===== src/rtl/pokey_serout_ctrl.sv =====
// pokey_serout_ctrl: SEROUT holding register and frame sequencer for an external load/shift cell chain.
// Frames are start(0), DATA_W data bits LSB-first, stop(1); the chain shifts in 1s so the line idles at mark.
module pokey_serout_ctrl #(
    parameter int DATA_W = 8
) (
    input  logic              clk,
    input  logic              rst_n,
    input  logic              enp,
    input  logic              bit_tick,
    input  logic              ser_wr,
    input  logic [DATA_W-1:0] ser_data,
    input  logic              force_break,
    input  logic              sr_q0,
    output logic              sr_load,
    output logic              sr_shift,
    output logic [DATA_W+1:0] sr_din,
    output logic              sod,
    output logic              irq_hold_empty,
    output logic              xmit_done
);
    localparam int CW = $clog2(DATA_W + 2);
    localparam logic [CW-1:0] LAST = CW'(DATA_W + 1);

    typedef enum logic {IDLE, SHIFT} state_t;

    state_t            state_q, state_d;
    logic [DATA_W-1:0] hold_q, hold_d;
    logic              hold_full_q, hold_full_d;
    logic [CW-1:0]     bitcnt_q, bitcnt_d;
    logic              irq_q;
    logic              tick;
    logic              at_stop;

    always_comb begin
        tick     = enp && bit_tick;
        at_stop  = bitcnt_q == LAST;
        state_d  = state_q;
        bitcnt_d = bitcnt_q;
        sr_load  = 1'b0;
        sr_shift = 1'b0;
        if (state_q == IDLE) begin
            sr_load  = enp && hold_full_q;
            sr_shift = tick && !hold_full_q;
        end else if (tick) begin
            sr_load  = at_stop && hold_full_q;
            sr_shift = !(at_stop && hold_full_q);
        end
        if (sr_load) begin
            state_d  = SHIFT;
            bitcnt_d = '0;
        end else if (sr_shift && state_q == SHIFT) begin
            state_d  = at_stop ? IDLE : SHIFT;
            bitcnt_d = at_stop ? '0 : bitcnt_q + CW'(1);
        end
        // a write in the load cycle re-arms the holding register
        hold_d      = ser_wr ? ser_data : hold_q;
        hold_full_d = ser_wr || (hold_full_q && !sr_load);
    end

    always_ff @(posedge clk or negedge rst_n) begin
        if (!rst_n) begin
            state_q     <= IDLE;
            hold_q      <= '0;
            hold_full_q <= 1'b0;
            bitcnt_q    <= '0;
            irq_q       <= 1'b0;
        end else begin
            state_q     <= state_d;
            hold_q      <= hold_d;
            hold_full_q <= hold_full_d;
            bitcnt_q    <= bitcnt_d;
            irq_q       <= sr_load;
        end
    end

    assign sr_din         = {1'b1, hold_q, 1'b0};
    assign sod            = force_break ? 1'b0 : sr_q0;
    assign irq_hold_empty = irq_q;
    assign xmit_done      = (state_q == IDLE) && !hold_full_q;
endmodule


===== config.mk =====
export PLATFORM = sky130hd
export DESIGN_NAME = pokey_serout_ctrl
export DESIGN_NICKNAME = d
export VERILOG_FILES = /design/src/rtl/pokey_serout_ctrl.sv
export SDC_FILE = /design/constraint.sdc
export NUM_CORES = 1
export LEC_CHECK = 0
export CAP_MARGIN = 20
export CELL_PAD_IN_SITES_DETAIL_PLACEMENT = 2
export CELL_PAD_IN_SITES_GLOBAL_PLACEMENT = 2
export CORE_MARGIN = 3
export CORE_UTILIZATION = 24
export CTS_BUF_LIST = sky130_fd_sc_hd__clkbuf_4 sky130_fd_sc_hd__clkbuf_8 sky130_fd_sc_hd__clkbuf_16
export CTS_CLUSTER_SIZE = 8
export DETAILED_ROUTE_END_ITERATION = 7
export HOLD_SLACK_MARGIN = 0.1
export PLACE_DENSITY = 0.86
export SYNTH_ARGS = -nofsm -noshare
export SYNTH_HDL_FRONTEND = slang
export SYNTH_SLANG_ARGS = --single-unit

===== constraint.sdc =====
create_clock -name clk -period 1.5 [get_ports clk]
set_clock_uncertainty 0.05 [all_clocks]
set_input_delay 0.3 -clock clk [delete_from_list [all_inputs] [get_ports clk]]
set_output_delay 0.3 -clock clk [all_outputs]
set_load 0.01 [all_outputs]

==> run metrics <==
status complete, but fails checks; violated checks setup timing; Slew Limit Fails 0; drt pass-1 iters 4; clock root cell clkbuf_4; Clock Latency Late Sink 290 ps; Final WS setup -324 ps; number of synthesized register bits 15; crit path capture type output port; synthesized area per cell 11.9 sq um; Fin Hold WS 277 ps; Ys Warns 0; Inserted Clock Buffers 3; Vias 702; Post-Layout Cell Count 149; GR Util All Layers 0.171; CTS sink count 15; final WL 2910 um; Final Critical Period 1820 ps; Peak supply drop 0.000580 V; Core Area 2780 sq um; synthesis-to-finish area growth 88.8%; IO Port Bufs 27; total chip power 1.36 mW; Initial Util 0.253; CTS tree built; largest net degree at the start of global routing 16; critical path fanouts, max 2; pre-CTS WS -654 ps; Crit Path Class flip-flop to output port; DP Area 1110 sq um; WP data arrival 1470 ps; Pwr Density 1020 nW/um^2; setup_tns -878 ps; period utilization 1.22; Syn Std Cell Area 703 sq um; n_diodes 0; first-pass GRT wire length 4330 um; die height 60.1 um; die span in x 60.1 um; placed cells 130; leakage 0.625 nW; Hold Crit Class input pin to asynchronous set/reset pin; Hold Vio Cnt, Final 0; nets 136; GRT overflow 0; RSZ-0062 raised after global routing yes; IO Pins 30; Worst Setup Start Kind flip-flop; Rows 19; Final ANT Viol Nets 0; clk buf depth 2; vias in the first global route 800; fmax 0.548 GHz; die area 3620 sq um; initial detailed-routing violation count 10; Setup Viol. Count Final 6; Via-to-Cell Ratio 4.71; Final Cell Area 1330 sq um; H-tree depth 1; layout cells sized above 1 0.500; Max Cap Violations 0; sequential area share after synthesis 0.534; antenna violations before repair 0; RePlAce Congestion 0.673; # fillers 286; DRC Markers 0; Mapped Cells 59; Data required, critical path 1150 ps; fin util 0.477; synth unique cells 26; worst reg2reg path depth 10; Post-Syn Nets 76; DR WL/cell 19.5 um; clock slew at reported path FFs 100 ps; DPL Wire Length 1820 um
layer usage:
metal  global-route usage  up-vias  wire, um
li1                     -      324         -
met1                0.179      338      1050
met2                0.335       34      1640
met3               0.0432        6       187
met4               0.0380        0        29
met5                    0        -         0
area by class of cell:
| type | instances | area (sq um) | share of cell area |
|---|---|---|---|
| Sequential cell | 15 | 375 | 0.283 |
| Multi-Input combinational cell | 39 | 369 | 0.278 |
| Inverter | 2 | 7.51 | 0.00566 |
| Timing Repair Buffer | 58 | 507 | 0.382 |
| Clock buffer | 4 | 30.0 | 0.0226 |
| Tap cell | 31 | 38.8 | 0.0292 |
Yosys cell counts:
cell type | instances | area [sq um]
a21o_1 | 1 | 7.51
a21oi_1 | 1 | 5.00
a221o_1 | 1 | 10.0
a22o_1 | 1 | 8.76
and2_1 | 1 | 6.26
and3b_1 | 1 | 8.76
buf_2 | 1 | 5.00
buf_4 | 2 | 15.0
conb_1 | 2 | 7.51
dfrtp_1 | 15 | 375
ha_1 | 2 | 25.0
inv_1 | 2 | 7.51
mux2_2 | 9 | 101
mux2_4 | 1 | 15.0
nand2_1 | 4 | 15.0
nand2_2 | 1 | 6.26
nand2b_1 | 1 | 6.26
nand3_1 | 2 | 10.0
nand3b_1 | 1 | 7.51
nor2_1 | 2 | 7.51
nor2b_1 | 2 | 12.5
nor3_1 | 1 | 5.00
o211ai_1 | 1 | 7.51
o21ai_0 | 2 | 10.0
o2bb2ai_1 | 1 | 8.76
o311ai_0 | 1 | 8.76
cells in the final DEF, fill, tap and decap left out, types with 2 or more instances in the layout:
cell / n
clkbuf_4: 4
buf_4: 21
nand2_1: 3
dlygate4sd2_1: 11
buf_2: 3
nand3_1: 2
ha_4: 2
dfrtp_1: 15
mux2_2: 9
nor2b_1: 2
conb_1: 2
buf_6: 10
clkdlybuf4s50_1: 12
worst paths after layout:
kind	from	slack (ps)	to
max	bitcnt_q[1]$_DFFE_PN0P_	-320	sr_load
min	rst_n	280	hold_q[0]$_DFFE_PN0P_
max reg2reg	bitcnt_q[0]$_DFFE_PN0P_	-240	bitcnt_q[1]$_DFFE_PN0P_
min reg2reg	hold_q[7]$_DFFE_PN0P_	460	hold_q[7]$_DFFE_PN0P_
max in group asynchronous	rst_n	930	hold_q[7]$_DFFE_PN0P_
min in group clk	hold_q[7]$_DFFE_PN0P_	460	hold_q[7]$_DFFE_PN0P_
sequential cells by signal, indices dropped and copies added, names as in the netlist:
signal / count
hold_q: 8
bitcnt_q: 4
hold_full_q: 1
irq_hold_empty: 1
state_q: 1
what timing repair did:
item                                    CTS  global route
buffers inserted                         13             5
hold endpoints to repair                  0             0
hold buffers                              0             0
gates resized for setup                  46             7
endpoints found under the setup margin   16             9
pin swaps                                 9             3
power breakdown:
part / leakage (nW) / switching [mW] / internal, mW
Combinational: 0.430 / 0.237 / 0.342
Sequential: 0.176 / 0.0517 / 0.466
Clock: 0.0184 / 0.141 / 0.122
Total: 0.625 / 0.430 / 0.930
cells by family after synthesis:
family,share of synthesized area
and+or+nand+nor,0.121
other,0.0107
DFF,0.534
buffers and inverters,0.0391
muxes,0.165
adders and majority gates,0.0356
AOI/OAI and AO/OA,0.0943
worst max-delay path: stages (launching register included):
cell	delay, ps
dfrtp_1	410
inv_2	70
ha_4	130
and3b_2	210
nand2_2	60
a21oi_2	150
buf_2	150
Note: power is estimated with default switching activity, not from simulation.
